[src/rtl/alu_seq_pkg.sv]
// Shared types for alu_sequencer: ALU ops, operand selects, FSM states and
// the per-mode three-step formula table.
package alu_seq_pkg;

    typedef enum logic [1:0] {ADD, SUB, MUL, DIV} op_t;
    typedef enum logic [1:0] {B, C, D} ysel_t;
    typedef enum logic [2:0] {IDLE, FETCH, S1, S2, S3, FIN} state_t;

    typedef struct packed {
        op_t   op;
        ysel_t ysel;
    } step_t;

    // Row = mode, column = step (S1, S2, S3); the S1 x operand is always a.
    localparam step_t RECIPE [4][3] = '{
        '{'{ADD, D}, '{MUL, B}, '{SUB, C}},
        '{'{SUB, B}, '{MUL, C}, '{ADD, D}},
        '{'{MUL, B}, '{DIV, C}, '{ADD, D}},
        '{'{ADD, B}, '{ADD, C}, '{ADD, D}}
    };

endpackage

[src/rtl/seq_alu.sv]
// Combinational single-step ALU for alu_sequencer. The divider exists only
// when ALU_SEQ_DIV_EN is defined; otherwise DIV passes x through.
module seq_alu
    import alu_seq_pkg::*;
#(
    parameter int DATA_W = 8
) (
    input  logic [DATA_W-1:0] x,
    input  logic [DATA_W-1:0] y,
    input  op_t               op,
    output logic [DATA_W-1:0] s,
    output logic              dz
);

    always_comb begin
        s  = x;
        dz = 1'b0;
        case (op)
            ADD: s = x + y;
            SUB: s = x - y;
            MUL: s = x * y;
            DIV: begin
`ifdef ALU_SEQ_DIV_EN
                if (y == '0) begin
                    s  = '1;
                    dz = 1'b1;
                end else begin
                    s = x / y;
                end
`else
                s = x;
`endif
            end
            default: ;
        endcase
    end

endmodule

[src/rtl/alu_sequencer.sv]
// ROM-driven formula sequencer: fetches packed a/b/c/d words, runs a per-mode
// three-step recipe on each, and pulses every result. ALU_SEQ_DIV_EN enables ÷.
module alu_sequencer
    import alu_seq_pkg::*;
#(
    parameter int DATA_W = 8,
    parameter int OPND_W = 4,
    parameter int ADDR_W = 4
) (
    input  logic                clk,
    input  logic                rst,
    input  logic                start,
    input  logic [1:0]          mode,
    input  logic [ADDR_W-1:0]   len,
    output logic [ADDR_W-1:0]   rom_addr,
    input  logic [4*OPND_W-1:0] rom_data,
    output logic                busy,
    output logic                res_valid,
    output logic [DATA_W-1:0]   result,
    output logic [ADDR_W-1:0]   res_idx,
    output logic                done,
    output logic                dz_flag,
    output logic [15:0]         cyc_cnt
);

    state_t              state, state_nxt;
    logic [ADDR_W-1:0]   pc, len_q, idx_q;
    logic [1:0]          mode_q;
    logic [OPND_W-1:0]   a_q, b_q, c_q, d_q;
    logic [DATA_W-1:0]   w;
    logic [1:0]          step;
    step_t               rcp;
    logic [DATA_W-1:0]   alu_x, alu_y, alu_s;
    logic                alu_dz;

    assign busy     = (state != IDLE);
    assign done     = (state == FIN);
    assign rom_addr = pc;
    assign result   = w;

    always_ff @(posedge clk) begin
        if (!rst) state <= IDLE;
        else      state <= state_nxt;
    end

    always_comb begin
        state_nxt = state;
        case (state)
            IDLE:    if (start) state_nxt = (len == '0) ? FIN : FETCH;
            FETCH:   state_nxt = S1;
            S1:      state_nxt = S2;
            S2:      state_nxt = S3;
            S3:      state_nxt = (pc == len_q) ? FIN : FETCH;
            FIN:     state_nxt = IDLE;
            default: state_nxt = IDLE;
        endcase
    end

    always_comb begin
        step = 2'd0;
        if (state == S2) step = 2'd1;
        if (state == S3) step = 2'd2;
    end

    assign rcp   = RECIPE[mode_q][step];
    assign alu_x = (state == S1) ? DATA_W'(a_q) : w;

    always_comb begin
        alu_y = DATA_W'(d_q);
        case (rcp.ysel)
            B:       alu_y = DATA_W'(b_q);
            C:       alu_y = DATA_W'(c_q);
            D:       alu_y = DATA_W'(d_q);
            default: ;
        endcase
    end

    seq_alu #(.DATA_W(DATA_W)) u_alu (
        .x  (alu_x),
        .y  (alu_y),
        .op (rcp.op),
        .s  (alu_s),
        .dz (alu_dz)
    );

    always_ff @(posedge clk) begin
        if (!rst) begin
            pc        <= '0;
            len_q     <= '0;
            idx_q     <= '0;
            mode_q    <= '0;
            {d_q, c_q, b_q, a_q} <= '0;
            w         <= '0;
            res_valid <= 1'b0;
            res_idx   <= '0;
            dz_flag   <= 1'b0;
            cyc_cnt   <= '0;
        end else begin
            res_valid <= 1'b0;
            if (busy && cyc_cnt != 16'hFFFF) cyc_cnt <= cyc_cnt + 16'd1;
            case (state)
                IDLE: if (start) begin
                    pc      <= '0;
                    dz_flag <= 1'b0;
                    cyc_cnt <= '0;
                    mode_q  <= mode;
                    len_q   <= len;
                end
                FETCH: begin
                    {d_q, c_q, b_q, a_q} <= rom_data;
                    idx_q <= pc;
                    pc    <= pc + 1'b1;
                end
                S1, S2, S3: begin
                    w <= alu_s;
                    if (alu_dz) dz_flag <= 1'b1;
                    if (state == S3) begin
                        res_valid <= 1'b1;
                        res_idx   <= idx_q;
                    end
                end
                default: ;
            endcase
        end
    end

endmodule

[config.mk]
export PLATFORM = sky130hd
export DESIGN_NAME = alu_sequencer
export DESIGN_NICKNAME = d
export VERILOG_FILES = /design/src/rtl/alu_seq_pkg.sv /design/src/rtl/seq_alu.sv /design/src/rtl/alu_sequencer.sv
export SDC_FILE = /design/constraint.sdc
export NUM_CORES = 1
export LEC_CHECK = 0
export CORE_UTILIZATION = 54
export CTS_CLUSTER_SIZE = 40
export DETAILED_ROUTE_END_ITERATION = 16
export GPL_TIMING_DRIVEN = 0
export PLACE_DENSITY = 0.8
export SLEW_MARGIN = 20
export SYNTH_ARGS = -nofsm -noshare
export SYNTH_HDL_FRONTEND = slang
export SYNTH_SLANG_ARGS = --single-unit
[constraint.sdc]
create_clock -name clk -period 5.2 [get_ports clk]
set_input_delay 1.56 -clock clk [delete_from_list [all_inputs] [get_ports clk]]
set_output_delay 1.56 -clock clk [all_outputs]
set_load 0.02 [all_outputs]
## Yosys cells after proc, flatten, opt, wreduce, memory -nomap -nowiden

Index checks and enable logic that the tools add are counted.

- Input port bits: 25
- Flip-flop bits (word level): 62
- Output and inout bits: 36
- Logic and storage cells: 67

- Multiply operators: 1
- $lt $le $gt $ge: 2
- Reductions and logical operators: 12
- Bitwise operators: 2
- Add/sub/neg operators: 4
- Multiplexer cells: 21
- Eq/ne operators: 12

Operator list:

| cell | number |
|---|---|
| $mux W16 | 3 |
| $pmux W8 S4 | 1 |
| $bmux W12 S2 | 1 |
| $mux W12 | 2 |
| $add A16 B1 Y16 const B | 1 |
| $ne A16 B16 Y1 const B | 1 |
| $pmux W4 S2 | 2 |
| $pmux W3 S5 | 1 |
| $mux W4 | 3 |
| $mux W3 | 3 |
| $add A8 B4 Y8 | 1 |
| $bmux W4 S2 | 1 |
| $mul A8 B4 Y8 | 1 |
| $mux W8 | 1 |
| $reduce_and A2 Y1 | 4 |
| $sub A8 B4 Y8 | 1 |
| $eq A3 B2 Y1 const B | 2 |
| $eq A3 B3 Y1 const B | 2 |
| $ge A3 B3 Y1 const B | 2 |
| $not A2 Y3 | 2 |
| $add A4 B1 Y4 const B | 1 |
| $eq A2 B1 Y1 const B | 2 |
| $eq A2 B2 Y1 const B | 2 |
| $eq A4 B4 Y1 | 1 |
| other kinds (11) | 13 |

## Longest topological paths before layout

Gate-level depths: netlist of run 1.

- Depth in word-level cells: 11
- Depth in mapped cells: 20

## Hierarchy

From an unflattened synthesis of run 1, not the netlist that was laid out.

- Cell total of the unflattened synthesis: 545
- Area, all modules: 4410.5 µm²

Modules (own cells, without submodules):

| module | area an instance (µm²) | times used | cells an instance |
|---|---|---|---|
| alu_sequencer | 2887.8 | 1 | 348 |
| seq_alu | 1522.7 | 1 | 197 |

## Worst setup path before layout of run 1

Ideal clock, no wire load.

- Kind: flip-flop to flip-flop
- From: register state[0]
- To: register w[7] (netlist: result[7])
- Path slack: 0.688 ns
- Cell stages (with the launch flop): 21
- Arrival: 4.393 ns
- Path through: dfxtp_1 -> buf_6 -> or3b_1 -> buf_2 -> mux2i_4 -> a32oi_1 -> and2_1 -> clkbuf_1 -> nand2b_1 -> fa_1 -> inv_1 -> fa_1 -> ha_1 -> a21o_1 -> a21oi_1 -> o21bai_1 -> a21oi_1 -> xnor2_1 -> xnor3_1 -> a221oi_2 -> nor2_2

- Longest elaborated chain between the ends: 11
- Elaborated cells on any way between the ends: 22

RTL lines:

| what | line | RTL |
|---|---|---|
| start: declaration | alu_sequencer.sv:26 | `state_t state, state_nxt;` |
| start signal: assignment | alu_sequencer.sv:43 | `else state <= state_nxt;` |
| $eq A3 B2 Y1 | alu_sequencer.sv:61, alu_sequencer.sv:101 |  |
| $mux W1 | alu_sequencer.sv:61 | `if (state == S2) step = 2'd1;` |
| $mux W2 | alu_sequencer.sv:62 | `if (state == S3) step = 2'd2;` |
| $not A2 Y3 (not written as such) | alu_sequencer.sv:65 | `assign rcp = RECIPE[mode_q][step];` |
| $bmux W4 S2 | alu_sequencer.sv:65 |  |
| $mux W4 (not written as such) (2 in series) | alu_sequencer.sv:65 |  |
| $eq A2 B1 Y1 or $logic_not A2 Y1 (tied branches) | alu_sequencer.sv:70 | `case (rcp.ysel)` |
| $pmux W4 S2 | alu_sequencer.sv:70 |  |
| $mul A8 B4 Y8, or another cell as far along | seq_alu.sv:21 | `MUL: s = x * y;` |
| $pmux W8 S4 | seq_alu.sv:18 | `case (op)` |
| end signal: assignment | alu_sequencer.sv:115 | `w <= alu_s;` |
| end: declaration | alu_sequencer.sv:30 | `logic [DATA_W-1:0] w;` |

Several ways; a longest one is shown, not always the timed one. The select of a mux whose other input is x is not followed.
A chain may end at the register's enable or synchronous reset.

## Worst setup path in the final report of run 1

Same ends and word-level chain as after synthesis.

==> results of run 1 <==
==> metrics by stage <==
stage          utilization (%)  hold slack (ns)  instance area, µm²  worst slack, ns  std cells
2_1_floorplan                -           0.4321                3840           0.6880        476
3_3_place_gp             66.61           0.4418                4551           0.2665        631
3_5_place_dp             66.61           0.4486                4551           0.1479        631
4_1_cts                  68.88           0.4519                4706           0.1331        646
5_1_grt                  69.01           0.4784                4715          0.04074        645
6_report                 69.01           0.4508                4715           0.2483        645
==> logic make-up (layout without fill, tap and decap cells) <==
kind of cell / after synthesis / after routing / share of synthesized area (%)
AO/OA/AOI/OAI: 98 / 98 / 16.39
AND/OR/NAND/NOR: 192 / 192 / 22.91
flip-flops: 62 / 62 / 32.32
XOR/XNOR: 34 / 34 / 8.113
other: 1 / 1 / 0.09766
multiplexers: 8 / 8 / 2.672
buffers and inverters: 51 / 124 / 5.767
adder cells (fa/ha/maj): 30 / 30 / 11.73
==> metal layers <==
layer | share of wire (%) | up-vias
li1 | - | 1743
met1 | 46 | 1610
met2 | 48 | 89
met3 | 4.7 | 10
met4 | 1.1 | 0
met5 | 0 | -
==> layout by cell type (no fill, tap or decap), types with 3 or more instances in the layout <==
| cell | synthesis | routed |
|---|---|---|
| a21o_1 | 6 | 6 |
| a21oi_1 | 42 | 42 |
| a221oi_1 | 7 | 7 |
| a32oi_1 | 3 | 3 |
| and3_1 | 4 | 4 |
| and4_1 | 4 | 4 |
| buf_2 | 3 | 3 |
| buf_4 | 3 | 3 |
| clkbuf_1 | 13 | 13 |
| clkbuf_8 | 0 | 9 |
| clkdlybuf4s50_1 | 0 | 59 |
| clkinv_2 | 0 | 4 |
| dfxtp_1 | 62 | 62 |
| fa_1 | 10 | 10 |
| ha_1 | 20 | 20 |
| inv_1 | 29 | 29 |
| mux2i_1 | 4 | 4 |
| nand2_1 | 92 | 92 |
| nand2b_1 | 4 | 4 |
| nand3_1 | 13 | 13 |
| nand4_1 | 4 | 4 |
| nor2_1 | 44 | 44 |
| nor2b_1 | 5 | 5 |
| nor3_1 | 5 | 5 |
| o21ai_0 | 23 | 23 |
| xnor2_1 | 15 | 15 |
| xor2_1 | 18 | 18 |
==> power by group <==
group,internal [W],switching [W]
registers,0.000506,0.0000268
clock network,0.000167,0.000181
logic,0.000219,0.000280
==> worst max-delay path by stage <==
stage,slack (ns),to,cells after the start,from
2_1_floorplan,0.69,result[7],20,state[0]
3_3_place_gp,0.27,result[7],20,state[0]
3_5_place_dp,0.15,result[7],20,state[0]
4_1_cts,0.13,result[7],20,state[0]
5_1_grt,0.04,result[7],19,state[0]
6_report,0.25,result[7],19,state[0]
==> worst reg2reg max path, stage by stage (launching register included) <==
cell and delay [ns]:
dfxtp_1 0.31, buf_6 0.13, or3b_1 0.36, buf_2 0.20
mux2i_4 0.21, a32oi_1 0.12, and2_1 0.30, nand2b_1 0.21
fa_1 0.53, inv_1 0.06, fa_1 0.49, ha_1 0.31
a21o_1 0.19, a21oi_1 0.23, o21bai_1 0.10, a21oi_1 0.20
xnor2_1 0.21, xnor3_1 0.39, a221oi_2 0.25, nor2_2 0.05
==> repair_timing <==
action | CTS | global route
gates resized for setup | 0 | 2
hold buffers | 0 | 0
endpoints found under the setup margin | 0 | 1
==> area by class of cell <==
class                      instances  share of cell area (%)
clock buffer                      10                   2.707
sequential                        62                   26.33
timing repair buffer              59                   12.53
multi-input combinational        363                   50.69
clock inverter                     5                  0.5839
inverter                          30                   2.389
tap                               96                   2.548
buffer                            20                   2.229
==> cell usage after synthesis, types with 6 or more instances <==
| master | instances | area (µm²) |
|---|---|---|
| nand2_1 | 92 | 345.3 |
| ha_1 | 20 | 250.2 |
| inv_1 | 29 | 108.9 |
| a21o_1 | 6 | 45.04 |
| xor2_1 | 18 | 157.7 |
| a21oi_1 | 42 | 210.2 |
| a221oi_1 | 7 | 61.31 |
| clkbuf_1 | 13 | 48.80 |
| fa_1 | 10 | 200.2 |
| dfxtp_1 | 62 | 1241 |
| xnor2_1 | 15 | 131.4 |
| nor2_1 | 44 | 165.2 |
| o21ai_0 | 23 | 115.1 |
| nand3_1 | 13 | 65.06 |
==> state kept, by name, indices dropped and copies added, names as in the netlist <==
register,count
idx_q,4
res_idx,4
result,8
cyc_cnt,16
rom_addr,4
b_q,4
state,3
mode_q,2
d_q,4
c_q,4
res_valid,1
a_q,4
len_q,4
==> metrics.txt, run 1 <==
met2 track demand over resource in global routing=~44%; area of the multi-input gates=between 2000 and 2500 µm²; data arrival time of the worst path=around 5.2 ns; total number of H-tree levels=3; clk buf depth=2; Detail Placement HPWL=roughly 6.9 mm; Port-buffer cells=just under 60; time the worst path needs with I/O delays and setup=between 4 and 5 ns; average wire per standard cell=13.98 µm; portion of the post-synthesis area used by sequential elements=32.32%; worst slew margin relative to its limit=49.87%; final setup fails=0; average cell area after synthesis=about 8.1 µm²; category of cells accounting for the largest share of critical-path delay=adder cells; Total Nets Final=600; skew final=approximately 0.0084 ns; CTS sink count=a little over 60; start-to-end type of the worst setup path=reg -> reg; remaining global-route overflow=0; vias after detailed routing=roughly 3500; Via density=5.352; global-route track usage on met3=under 10%; routed wire length=~9 mm; Tightest Hold Check Type=reg -> reg; number of DRC violations after detailed routing=0; die height=between 80 and 90 µm; share of final-layout standard cells stronger than drive strength 1=around 7.3%; number of inserted filler cells in the final layout=576; die area=7452 µm²; MaxCap Viol Count=0; area of the mapped netlist=3840 µm²; leakage power=1.881 nW; antenna violations before repair=0; transition time at the pin with the least slew margin=0.7520 ns; horizontal die dimension=between 80 and 90 µm; destination of the worst hold path=res_idx[3]; Final Max Slew Viols=0; worst reg2reg startpoint=state[0]; row count=30; kind of start point of the critical path=register; power after layout=0.001380 W; run status=finished, final reports clean; CP peak stage delay=about 0.53 ns; Final Hold Viols=0; Worst Hold Depth=2; count of distinct cell types in the synthesized netlist=60; number of warning messages in the yosys log=0; area added between synthesis and finish=22.78%; IR Drop Worst-Case VDD=between 0.0002 and 0.00025 V; most common flop cell mapped by yosys=dfxtp_1; ports placed on the boundary=between 60 and 70; sum of buffers and inverters on the critical path=3; ordered cell list for the critical path=buf_6 > or3b_1 > buf_2 > mux2i_4 > a32oi_1 > and2_1 > nand2b_1 > fa_1 > inv_1 > fa_1 > ha_1 > a21o_1 > a21oi_1 > o21bai_1 > a21oi_1 > xnor2_1 > xnor3_1 > a221oi_2 > nor2_2; GPL Wtd Cong=0.8265; placeable core area=around 6800 µm²; RSZ-0062 raised after global routing=no; length of the first detailed-routing pass in iterations=4; Reg2Reg Capture Point=result[7]; insertion delay to the later sink of the worst-skew pair=about 0.34 ns; maximum number of pins on one net before global-route repair=11; total global routing track utilization=between 20% and 30%; GR peak layer=met2; wire length of the first global-routing pass=between 15 and 20 mm; gate count after technology mapping=about 480; required time at the endpoint of the critical path=approximately 5.4 ns; power density cells=roughly 300 nW/µm²; final antenna diode count=0; post-CTS repair timing setup buffer count=0; critical path endpoint category=register; Worst R2R Setup Slack=~0.25 ns; grt met1 use=approximately 34%; hold path start=idx_q[3]; flops & latches, synth=62; maximum operating frequency=slightly above 0.2 GHz; count of antenna-violating nets left after detailed routing=0; number of synthesized flops with an enable pin=0; crit share post-route=about 95%; iteration-0 DRC count of the detailed router=~140; Storage cell area=1241 µm²; clock-pin transition on the worst setup and hold timing paths=0.07 ns; TritonCTS Buffers=9; number of global-route vias before repair=approximately 3300; synthesized net count=between 500 and 600; CTS tree=done; clock root buffer master=clkbuf_8; master of the slowest instance on the critical path=fa_1; critical-path maximum fanout=9; share of flip-flops with an asynchronous set or reset=0%; initial core utilization=between 50% and 60%; sum of negative setup slack=0 ns; number of cell instances on the worst register-to-register path=19
No activity file was read; power rests on OpenSTA's default activity.
==> run 2: changes to the inputs <==
CAP_MARGIN = 30   (was not set)
==> results of run 2 <==
No change in the layout: final DEF, timing and power equal those of run 1.
==> run 3: changes to the inputs <==
ABC_CLOCK_PERIOD_IN_PS = 5200   (was not set)
==> results of run 3 <==
No change in the layout: final DEF, timing and power equal those of run 1.
